File: config.mk
export PLATFORM = sky130hd
export DESIGN_NAME = reg_read_port_flat
export DESIGN_NICKNAME = d
export VERILOG_FILES = /design/src/rtl/reg_read_port_if.sv /design/src/rtl/reg_read_port.sv /design/src/flat_wrapper.sv
export SDC_FILE = /design/constraint.sdc
export NUM_CORES = 1
export LEC_CHECK = 0
export ABC_CLOCK_PERIOD_IN_PS = 2900
export CAP_MARGIN = 20
export CORE_MARGIN = 2
export CORE_UTILIZATION = 46
export CTS_CLUSTER_DIAMETER = 200
export DETAILED_ROUTE_END_ITERATION = 10
export PLACE_DENSITY_LB_ADDON = 0.2
export SYNTH_ARGS = -nofsm -noshare
export SYNTH_HDL_FRONTEND = slang
export SYNTH_SLANG_ARGS = --single-unit
File: constraint.sdc
create_clock -name clk -period 2.9 [get_ports clk]
set_input_delay 0.435 -clock clk [delete_from_list [all_inputs] [get_ports clk]]
set_output_delay 0.435 -clock clk [all_outputs]
set_load 0.01 [all_outputs]
File: src/rtl/reg_read_port_if.sv
// Operand-fetch bus between the register bank, the read port and its consumer.
// Bundles the bank snapshot, the request and result handshakes and the write bypass.
interface reg_read_port_if #(
    parameter int WIDTH = 8,
    parameter int NREG  = 8,
    parameter int SELW  = 3
);
    logic [NREG*WIDTH-1:0] rin;
    logic                  req_valid;
    logic                  req_ready;
    logic [SELW-1:0]       ra_sel;
    logic [SELW-1:0]       rb_sel;
    logic                  wr_en;
    logic [SELW-1:0]       wr_sel;
    logic [WIDTH-1:0]      wr_data;
    logic                  out_valid;
    logic                  out_ready;
    logic [WIDTH-1:0]      opa;
    logic [WIDTH-1:0]      opb;
    logic [7:0]            rd_cnt;

    // Read port side.
    modport slave (
        input  rin, req_valid, ra_sel, rb_sel, wr_en, wr_sel, wr_data, out_ready,
        output req_ready, out_valid, opa, opb, rd_cnt
    );

    // Requester / bank / consumer side.
    modport master (
        output rin, req_valid, ra_sel, rb_sel, wr_en, wr_sel, wr_data, out_ready,
        input  req_ready, out_valid, opa, opb, rd_cnt
    );
endinterface

File: src/rtl/reg_read_port.sv
// Read side of the register bank: latches two register selects on request,
// fetches both operands one cycle later (forwarding a same-cycle bank write),
// and holds the snapshot with a valid/ready handshake until the consumer takes it.
module reg_read_port #(
    parameter int WIDTH = 8,
    parameter int NREG  = 8,
    parameter int SELW  = 3
) (
    input  logic                   clk,
    input  logic                   rst_n,
    reg_read_port_if.slave         bus
);

    typedef enum logic [1:0] {
        IDLE = 2'd0,
        READ = 2'd1,
        HOLD = 2'd2
    } state_t;

    state_t           state;
    state_t           next_state;
    logic [SELW-1:0]  sel_a;
    logic [SELW-1:0]  sel_b;
    logic [WIDTH-1:0] opa_q;
    logic [WIDTH-1:0] opb_q;
    logic [7:0]       rd_cnt_q;

    logic             req_ready_c;
    logic             out_valid_c;
    logic             load_sel;
    logic             load_ops;
    logic             count;
    logic [WIDTH-1:0] src_a;
    logic [WIDTH-1:0] src_b;

    // Next-state and control decode; REQ_READY depends only on state and OUT_READY.
    always_comb begin
        // NOTE: every signal gets a default before the case so no path leaves it unassigned (no latch).
        next_state  = state;
        req_ready_c = 1'b0;
        out_valid_c = 1'b0;
        load_sel    = 1'b0;
        load_ops    = 1'b0;
        count       = 1'b0;
        case (state)
            IDLE: begin
                req_ready_c = 1'b1;
                if (bus.req_valid) begin
                    load_sel   = 1'b1;
                    next_state = READ;
                end
            end
            READ: begin
                load_ops   = 1'b1;
                next_state = HOLD;
            end
            HOLD: begin
                out_valid_c = 1'b1;
                req_ready_c = bus.out_ready;
                if (bus.out_ready) begin
                    count = 1'b1;
                    if (bus.req_valid) begin
                        load_sel   = 1'b1;
                        next_state = READ;
                    end else begin
                        next_state = IDLE;
                    end
                end
            end
            default: next_state = IDLE;
        endcase
    end

    // Operand sources: a write landing in the bank this cycle wins over the stale slice.
    always_comb begin
        src_a = bus.rin[sel_a*WIDTH +: WIDTH];
        src_b = bus.rin[sel_b*WIDTH +: WIDTH];
        if (bus.wr_en && bus.wr_sel == sel_a) src_a = bus.wr_data;
        if (bus.wr_en && bus.wr_sel == sel_b) src_b = bus.wr_data;
    end

    // State register.
    always_ff @(posedge clk or negedge rst_n) begin
        // NOTE: sequential state uses non-blocking assignments so all registers update from pre-edge values.
        if (!rst_n) state <= IDLE;
        else        state <= next_state;
    end

    // Select latch, operand snapshot and transfer counter.
    always_ff @(posedge clk or negedge rst_n) begin
        if (!rst_n) begin
            sel_a    <= '0;
            sel_b    <= '0;
            opa_q    <= '0;
            opb_q    <= '0;
            rd_cnt_q <= '0;
        end else begin
            if (load_sel) begin
                sel_a <= bus.ra_sel;
                sel_b <= bus.rb_sel;
            end
            if (load_ops) begin
                opa_q <= src_a;
                opb_q <= src_b;
            end
            if (count) rd_cnt_q <= rd_cnt_q + 8'd1;
        end
    end

    assign bus.req_ready = req_ready_c;
    assign bus.out_valid = out_valid_c;
    assign bus.opa       = opa_q;
    assign bus.opb       = opb_q;
    assign bus.rd_cnt    = rd_cnt_q;

endmodule
File: src/flat_wrapper.sv
// flat-port wrapper written by rule: the top's interface ports become plain ports
module reg_read_port_flat 
#(
    parameter int WIDTH = 8,
    parameter int NREG  = 8,
    parameter int SELW  = 3
)
  (clk, rst_n, bus_rin, bus_req_valid, bus_ra_sel, bus_rb_sel, bus_wr_en, bus_wr_sel, bus_wr_data, bus_out_ready, bus_req_ready, bus_out_valid, bus_opa, bus_opb, bus_rd_cnt);
  reg_read_port_if #(.WIDTH(WIDTH), .NREG(NREG), .SELW(SELW)) bus_i ();
  input  logic clk;
  input  logic rst_n;
  input wire logic [$bits(bus_i.rin)-1:0] bus_rin;
  input wire logic [$bits(bus_i.req_valid)-1:0] bus_req_valid;
  input wire logic [$bits(bus_i.ra_sel)-1:0] bus_ra_sel;
  input wire logic [$bits(bus_i.rb_sel)-1:0] bus_rb_sel;
  input wire logic [$bits(bus_i.wr_en)-1:0] bus_wr_en;
  input wire logic [$bits(bus_i.wr_sel)-1:0] bus_wr_sel;
  input wire logic [$bits(bus_i.wr_data)-1:0] bus_wr_data;
  input wire logic [$bits(bus_i.out_ready)-1:0] bus_out_ready;
  output wire logic [$bits(bus_i.req_ready)-1:0] bus_req_ready;
  output wire logic [$bits(bus_i.out_valid)-1:0] bus_out_valid;
  output wire logic [$bits(bus_i.opa)-1:0] bus_opa;
  output wire logic [$bits(bus_i.opb)-1:0] bus_opb;
  output wire logic [$bits(bus_i.rd_cnt)-1:0] bus_rd_cnt;
  assign bus_i.rin = bus_rin;
  assign bus_i.req_valid = bus_req_valid;
  assign bus_i.ra_sel = bus_ra_sel;
  assign bus_i.rb_sel = bus_rb_sel;
  assign bus_i.wr_en = bus_wr_en;
  assign bus_i.wr_sel = bus_wr_sel;
  assign bus_i.wr_data = bus_wr_data;
  assign bus_i.out_ready = bus_out_ready;
  assign bus_req_ready = bus_i.req_ready;
  assign bus_out_valid = bus_i.out_valid;
  assign bus_opa = bus_i.opa;
  assign bus_opb = bus_i.opb;
  assign bus_rd_cnt = bus_i.rd_cnt;
  reg_read_port #(.WIDTH(WIDTH), .NREG(NREG), .SELW(SELW)) u_core (.clk(clk), .rst_n(rst_n), .bus(bus_i));
endmodule
After elaboration in Yosys (flattened, before gate mapping)
Cells that the tools add are included.

Add/subtract/negate cells: 1. Equal/unequal tests: 6. Shift-type cells: 2. Mux-type cells: 14. Reduce and logical (&&, ||, !) cells: 4.

Operator list (number): $shiftx 64x7->8 (2); $mux 8 (2); $add 8x1->8 const B (1); $mux 1 (7); $eq 3x3->1 (2); $pmux 2 s3 (1); $mux 2 (2); $ne 2x2->1 const B (2); $pmux 1 s2 (2); $eq 2x1->1 const B (1); $eq 2x2->1 const B (1); $logic_and 1x1->1 (2); $logic_not 2->1 (1); $reduce_and 2->1 (1).

Flip-flop bits (word level): 32. Input port bits: 86. Output and inout bits: 26.

Logic depth before layout (Yosys ltp)
Depth in word-level cells: 3. Mapped depth: 6. Gate-level depth less buffers: 5.

Least setup slack after synthesis
No wires, ideal clock.

Path kind: reg2reg. Start: register u_core.sel_b[0]. End: register u_core.opb_q[0], in the netlist u_core.bus.opb[0]. Setup time: 132 ps. Arrival: 1523 ps. Path slack: 1245 ps. Stages on the path, launching flop included: 7. Clock period less this slack: 1655 ps. Path through: dfrtp_1 > buf_6 > buf_12 > mux4_2 > mux2_2 > mux2i_1 > o21ai_1.

Word-level cells in the longest chain between the ends: 3.

Ends and longest elaborated chain: start, declared (RTL line reg_read_port.sv:23) `logic [SELW-1:0] sel_b;`; start signal, assigned (RTL line reg_read_port.sv:100) `sel_b <= bus.rb_sel;`; parallel branches: the longest is 2 deep, another holds $shiftx 64x7->8; $mux 8 * (RTL line reg_read_port.sv:79) `if (bus.wr_en && bus.wr_sel == sel_b) src_b = bus.wr_data;`; end signal, assigned (RTL line reg_read_port.sv:104) `opb_q <= src_b;`; end, declared (RTL line reg_read_port.sv:25) `logic [WIDTH-1:0] opb_q;`.

Mark *: on every way between the ends. A chain may end at the register's enable or synchronous reset.

Worst setup path after layout
Start: register u_core.sel_b[0]. End: register u_core.opb_q[4], in the netlist u_core.bus.opb[4].

Same word-level chain as after synthesis.

==> out/results.ini <==
[setup_path]
worst-path-max-fanout=18
critPathTopFamily=multiplexers
crit_chain=mux4_1 > mux2_2 > mux2i_1 > o21ai_1
slowest_stage=dfrtp_1
path_buf_inv=0
crit_required_ps=3060
critPathArrivalTime_ps=2430
slowest_delay_ps=930
start_kind=flip-flop
end_kind=flip-flop
path_class=reg -> reg

[clocking]
cts.sinks=32
cts_setup_buffers=0
cts_buffers=5
clock_latency_ps=280
clk_pin_slew_ps=70
clock_path_buffers=2
cts_tree=built
h-tree-depth=2
post_cts_resized=0
cts_root_buf=clkbuf_8
hold_buffers=0

[placement]
portBuffers=111
dp.final_hpwl_um=4920
routabilityCongestion=0.787
dpl.cell_count=350

[global_route]
grt_usage_pct=21.4
grt_max_degree=33
grt_pass1_wl_um=9920
grt_pass1_vias=1980
gr-total-overflow=0
antenna_found_initial=0

[finish]
layout_commonest_cell=clkdlybuf4s50_1
nets=374
antenna_cells=0
multi_input_area_um2=1600
instances_no_fill=358
register_area_um2=801
syn2layout_area_growth_pct=48.3
nFillCells=394
drive_gt1_share_pct=15.6
final_cell_mix=clkdlybuf4s50_1, dfrtp_1, mux2_2, nand2_1

[sta]
hold_viol=0
min_period_over_period_pct=78.4
hold_ws_ps=473
setup_viol=0
worst_pin_slew_ps=932
finalSetupTns_ps=0
slew_violations=0
grt_setup_unrepaired=no
slew_headroom_pct=37.9
fmax_mhz=440
finClkSkew_ps=3.93
fin_crit_ps=2270

[synth]
mappedNetlistArea_um2=2510
synth_nets=268
ys_seq_area_share_pct=31.9
syn_avg_cell_area_um2=13.9
yosysUniqueCellTypes=25
synthCells=181
synth_edf_count=0
synth_top_area_share_pct=31.9
synth_area_leaders=dfrtp_1, mux4_1, mux4_2, mux2_2, mux2i_1
ys_ff_latch=32
synth_flop_cell=dfrtp_1
synth-warning-count=0
synth_top_cell_by_area=dfrtp_1
async_flop_share_pct=100

[drt]
routed_wl_um=6120
drtAntennaViolNets=0
drt_iter0_markers=92
drc=0
wire_per_inst_um=17.1
vias_per_cell=5.46
first_pass_iters=4
vias=1954

[floorplan]
die_area_um2=6060
coreArea_um2=5170
die-width_um=77.9
io_pins=112
die_y_um=77.9
rows=26
start_util_pct=48.5

[run_status]
status=completed

[pwr]
powerDensity_nw_per_um2=662
ir_drop_mv=0.514
p_leak_nw=1.55

[hold_path]
hp-class=reg -> reg

[job]
cap_violations=0

logic make-up after synthesis:
kind of cell / share of synthesized area (%)
multiplexers: 47.8
AND/OR/NAND/NOR: 7.48
flip-flops: 31.9
AO/OA/AOI/OAI: 3.39
buffers and inverters: 4.34
XOR/XNOR: 4.54
adder cells (fa/ha/maj): 0.499
power breakdown:
group,switching [mW],total (mW),internal [mW]
clock,0.158,0.413,0.255
sequential,0.244,0.851,0.607
combinational,0.406,1.20,0.794
synth_stat cells, drive strengths merged (2+ instances only):
cell type and instances:
clkbuf 3, nand2b 2, nand3 4, nor2 2, xor2 2, nand4 2, mux2i 16, dfrtp 32
nor2b 2, nand2 17, mux4 32, xnor2 11, buf 11, o21ai 17, mux2 23
flip-flops by register name, indices dropped and copies added (netlist names):
signal	cells
u_core.bus.opa	8
u_core.bus.opb	8
u_core.bus.rd_cnt	8
u_core.sel_a	3
u_core.sel_b	3
u_core.state	2
layout make-up:
cell class	count	share of cell area, %
clock buffer	6	1.95
clock inverter	2	0.941
multi-input combinational	135	43.0
sequential	32	21.5
tap	70	2.35
timing repair buffer	113	30.3
path summary, 6_finish.rpt:
kind | start | to | slack [ps] | cells past startpoint
worst max-delay path | u_core.sel_b[0] | u_core.bus.opb[4] | 630 | 4
worst min-delay path | u_core.bus.rd_cnt[7] | u_core.bus.rd_cnt[7] | 470 | 1
worst max register to register | u_core.sel_b[0] | u_core.bus.opb[4] | 630 | 4
worst min register to register | u_core.bus.rd_cnt[7] | u_core.bus.rd_cnt[7] | 470 | 1
max in group asynchronous | rst_n | u_core.bus.opa[6] | 2070 | 2
min in group asynchronous | rst_n | u_core.bus.rd_cnt[5] | 550 | 2
metal layers:
layer	track usage [%]	share of wire (%)	up-vias
met3	5.23	5.8	9
met1	28.0	42	937
met4	6.07	1.5	0
li1	-	-	929
met2	35.6	50	79
met5	0	0	-
stage by stage:
stage | util [%] | cell area, µm² | setup WS, ps | total power [mW]
after global placement | 69.9 | 3610 | 660 | 2.04
after CTS | 71.9 | 3720 | 590 | 2.48
after floorplan | - | 2510 | 1240 | 1.55
after global routing | 71.9 | 3720 | 467 | 2.63
final | 71.9 | 3720 | 627 | 2.46
after detailed placement | 69.9 | 3610 | 631 | 2.06
(Power assumes the default switching activity.)
==> edit 1, RTL diff (same flow settings) <==
Reset style: synchronous (`rst_n`), changed in 2 clocked blocks.
--- a/src/rtl/reg_read_port.sv
+++ b/src/rtl/reg_read_port.sv
@@ -80,14 +80,14 @@
     end
 
     // State register.
-    always_ff @(posedge clk or negedge rst_n) begin
+    always_ff @(posedge clk) begin
         // NOTE: sequential state uses non-blocking assignments so all registers update from pre-edge values.
         if (!rst_n) state <= IDLE;
         else        state <= next_state;
     end
 
     // Select latch, operand snapshot and transfer counter.
-    always_ff @(posedge clk or negedge rst_n) begin
+    always_ff @(posedge clk) begin
         if (!rst_n) begin
             sel_a    <= '0;
             sel_b    <= '0;
Behaviour: differs if rst_n is asserted again (counterexample within 4 cycles, from zero or initial values and one cycle with rst_n low); with rst_n held inactive, the same outputs for 10 cycles.
==> edit 1 against the original RTL <==
  * Synthesized cell count up 12%
  * Setup slack improved by 190 ps
  * Sequential share of layout area decreased by 4.2 points
  * Synthesized area is 1.2% lower
  * Via count is 6.3% higher
  * Critical path type is now in -> out
  * Count of clock-buffer cells in the layout unchanged
  * Wire length increased by 0.51%
  * Utilization barely moved
  * Design area fell by 0.61%
  * Sequential cell count unchanged
  * Register-to-register slack better by 320 ps
  * Die area is 1.1% lower
Power is not compared: it rests on default switching activity, and its combinational part moved more than twofold at a synthesized area within 25%.
==> edit 1: results <==
{
  "regToRegStartpoint": "u_core.sel_b[0]",
  "wl_per_cell_um": 16.09,
  "status": "complete, no violations",
  "yosysSeqAreaShare_pct": 25.85,
  "synth_cell_types": 29,
  "use_met1_pct": 25.25,
  "placedInstanceArea_um2": 3591,
  "synth_fa_ha_area_share_pct": 0.5048,
  "cpPeakStageDelay_ps": 530,
  "post-dp-hpwl_um": 4941,
  "m1WireLength_um": 2560,
  "min_to": "u_core.bus.opa[4]",
  "worst_pin_slew_ps": 761.2,
  "slowest_stage": "clkdlybuf4s50_1",
  "avgSynthCellArea_um2": 12.21,
  "grt_first_pass_wirelength_um": 10150,
  "synth_common_cells": "32 x dfxtp_1, 22 x mux2i_1, 21 x nand2_1",
  "syn-num-nets": 290,
  "r2r_cells": 5,
  "hold_start": "u_core.bus.opa[4]",
  "met3_wirelength_um": 380,
  "hold-path-cell-count": 2,
  "multi_input_area_share_pct": 46.35,
  "globalplace.congestion": 0.7490,
  "seq_share_pct": 17.32,
  "buffer_area_share_pct": 31.06
}
-- edit 1: worst max path at each step --
stage,end,slack (ps),from,depth (start not counted)
floorplan,u_core.bus.opa[0],1270,u_core.sel_a[0],6
global placement,bus_req_ready,840,bus_out_ready,4
detailed placement,bus_req_ready,820,bus_out_ready,4
CTS,bus_req_ready,810,bus_out_ready,4
global route,bus_req_ready,760,bus_out_ready,4
finish,bus_req_ready,820,bus_out_ready,4
-- edit 1: critical path, delay by kind of cell --
kind	cells	cell delay, ps
buffers and inverters	2	1050
and+or+nand+nor	2	160
-- edit 1: per-stage QoR --
step           instances  hold slack, ps  utilization (%)  power (uW)
2_1_floorplan        203           472.7                -       724.5
3_3_place_gp         374           437.3            69.86       905.4
3_5_place_dp         374           440.6            69.86       912.3
4_1_cts              382           450.0            71.96        1337
5_1_grt              382           470.2            71.96        1388
6_report             382           447.5            71.96        1327
-- edit 1: power breakdown --
group	internal (uW)	switching, uW
registers	462	29.9
clock network	255	171
logic	275	134
total	992	335
==> edit 2, RTL diff (config.mk and constraints unchanged) <==
Made on the original files. `SELW` is set to 3 in 3 places; all go to 2.
--- a/src/rtl/reg_read_port_if.sv
+++ b/src/rtl/reg_read_port_if.sv
@@ -3,7 +3,7 @@
 interface reg_read_port_if #(
     parameter int WIDTH = 8,
     parameter int NREG  = 8,
-    parameter int SELW  = 3
+    parameter int SELW  = 2
 );
     logic [NREG*WIDTH-1:0] rin;
     logic                  req_valid;
--- a/src/rtl/reg_read_port.sv
+++ b/src/rtl/reg_read_port.sv
@@ -4,7 +4,7 @@
 module reg_read_port #(
     parameter int WIDTH = 8,
     parameter int NREG  = 8,
-    parameter int SELW  = 3
+    parameter int SELW  = 2
 ) (
     input  logic                   clk,
     input  logic                   rst_n,
--- a/src/flat_wrapper.sv
+++ b/src/flat_wrapper.sv
@@ -3,7 +3,7 @@
 #(
     parameter int WIDTH = 8,
     parameter int NREG  = 8,
-    parameter int SELW  = 3
+    parameter int SELW  = 2
 )
   (clk, rst_n, bus_rin, bus_req_valid, bus_ra_sel, bus_rb_sel, bus_wr_en, bus_wr_sel, bus_wr_data, bus_out_ready, bus_req_ready, bus_out_valid, bus_opa, bus_opb, bus_rd_cnt);
   reg_read_port_if #(.WIDTH(WIDTH), .NREG(NREG), .SELW(SELW)) bus_i ();
Ports: changed (resized bus_ra_sel, bus_rb_sel and bus_wr_sel); port bits go from 112 to 109. No check against the original RTL was run, so the function may have changed too.
==> edit 2 against the original RTL <==
  * Setup slack improved by 210 ps
  * Register-to-register slack better by 510 ps
  * Design area shrank 25%
  * Non-clock buffer count decreased by 34
  * Power down 16%
  * Synthesized area down 23%
  * Sequential cell count shrank 2
  * Global-route usage rose by 1.3 points
  * Wire length is 21% lower
  * Critical path depth unchanged
  * Die area down 22%
  * Critical path type is now in -> out
==> edit 2: results <==
{
  "synth_fa_ha_area_share_pct": 0.6515,
  "synth.area.mux_share_pct": 23.26,
  "skew_ps": 3.176,
  "timing.rr.end": "u_core.bus.opb[1]",
  "synth_compound_area_share_pct": 11.86,
  "synth_cell_types": 24,
  "yosysMostFrequentCell": "dfrtp_1",
  "yosysSeqAreaShare_pct": 39.09,
  "slowest_stage": "clkdlybuf4s50_1",
  "synth_top_family_by_area": "multiplexers",
  "crit_end": "bus_req_ready",
  "diodes": 0,
  "worstPathArrival_ps": 1630,
  "relSlewSlack_pct": 53.85,
  "peakVddDrop_mv": 0.3099,
  "synthArstFlopShare_pct": 100.0,
  "crit_start": "bus_out_ready",
  "grt_first_pass_wirelength_um": 7769,
  "grt_pass1_vias": 1649,
  "fill_cells": 287,
  "post-dp-hpwl_um": 3854,
  "vias_per_cell": 6.116,
  "grt_use_total_pct": 22.77,
  "nNetsFinal": 318,
  "syn-num-nets": 244,
  "dr.first_iter.drc_count": 104,
  "synth_common_cells": "30 x dfrtp_1, 21 x nand4_1, 17 x nor2_1, 16 x a31oi_1, 16 x o31ai_1",
  "cts_buffers": 5,
  "globalplace.congestion": 0.9052,
  "status": "complete, no violations",
  "synth_xor_area_share_pct": 7.622,
  "cts_hold_buf": 0,
  "crit_fanout": 3,
  "drive_gt1_share_pct": 11.49,
  "regToRegStartpoint": "u_core.sel_b[0]",
  "io_buffers": 76,
  "clkTransAtPathRegs_ps": 60,
  "grt_max_degree": 33,
  "htree_num_levels": 2,
  "wl_per_cell_um": 17.02,
  "antenna_found_initial": 0,
  "ctsResizeCount": 0,
  "cpPeakStageDelay_ps": 470,
  "cts_root_buf": "clkbuf_8",
  "ys_warn_count": 0,
  "r2r_cells": 3,
  "clock_latency_ps": 280,
  "synth_area_leaders": "dfrtp_1 39%, mux4_1 11%, mux4_2 9.4%",
  "dp_worst_setup_slack_ps": 777.3,
  "leakage_uw": 0.001060,
  "hp-class": "reg -> reg",
  "fin_crit_ps": 2060,
  "clock_path_buffers": 2,
  "drtPass1Iterations": 5,
  "cts_setup_buffers": 0,
  "r2r_slack_ps": 1140
}
edit 2: worst min-delay path by stage:
stage	start	to	slack, ps	cells past startpoint
3_3_place_gp	u_core.bus.rd_cnt[7]	u_core.bus.rd_cnt[7]	460	1
5_1_grt	u_core.bus.rd_cnt[7]	u_core.bus.rd_cnt[7]	500	1
3_5_place_dp	u_core.bus.rd_cnt[7]	u_core.bus.rd_cnt[7]	470	1
4_1_cts	u_core.bus.rd_cnt[7]	u_core.bus.rd_cnt[7]	480	1
6_report	u_core.bus.rd_cnt[7]	u_core.bus.rd_cnt[7]	470	1
2_1_floorplan	rst_n	u_core.bus.opa[0]	140	0
edit 2: metal layers:
| metal | global-route usage (%) | part of all wire (%) | vias to the layer above |
|---|---|---|---|
| li1 | - | - | 792 |
| met1 | 28.77 | 39 | 827 |
| met2 | 38.70 | 49 | 108 |
| met3 | 5.032 | 8.8 | 16 |
| met4 | 7.500 | 2.5 | 0 |
| met5 | 0 | 0 | - |
edit 2: layout make-up:
class / instances / area, um^2 / area share, %
clock buffers: 7 / 86.33 / 3.103
clock inverters: 1 / 5.005 / 0.1799
inverters: 2 / 7.507 / 0.2698
multi-input cells: 116 / 1087 / 39.07
flip-flops and latches: 30 / 750.7 / 26.98
well taps: 50 / 62.56 / 2.248
repair buffers: 79 / 783.3 / 28.15
edit 2: where the power goes:
group          internal [uW]  switching, uW
logic                    564            413
clock network            191            147
registers                574            177
edit 2: critical path, delay by kind of cell:
family	cells	cell delay [ps]
buffers and inverters	2	890
AND/OR/NAND/NOR	2	290
edit 2: metrics by stage:
stage	cell area, um^2	instances	power, uW
2_1_floorplan	1921	160	1263
4_1_cts	2783	285	2078
3_3_place_gp	2691	277	1687
6_report	2783	285	2065
5_1_grt	2783	285	2200
3_5_place_dp	2691	277	1741
edit 2: kinds of logic after synthesis:
family,Yosys count
and+or+nand+nor,46
AOI/OAI and AO/OA,33
DFF,30
muxes,21
xor gates and xnor gates,15
buffers and inverters,14
adders and majority gates,1
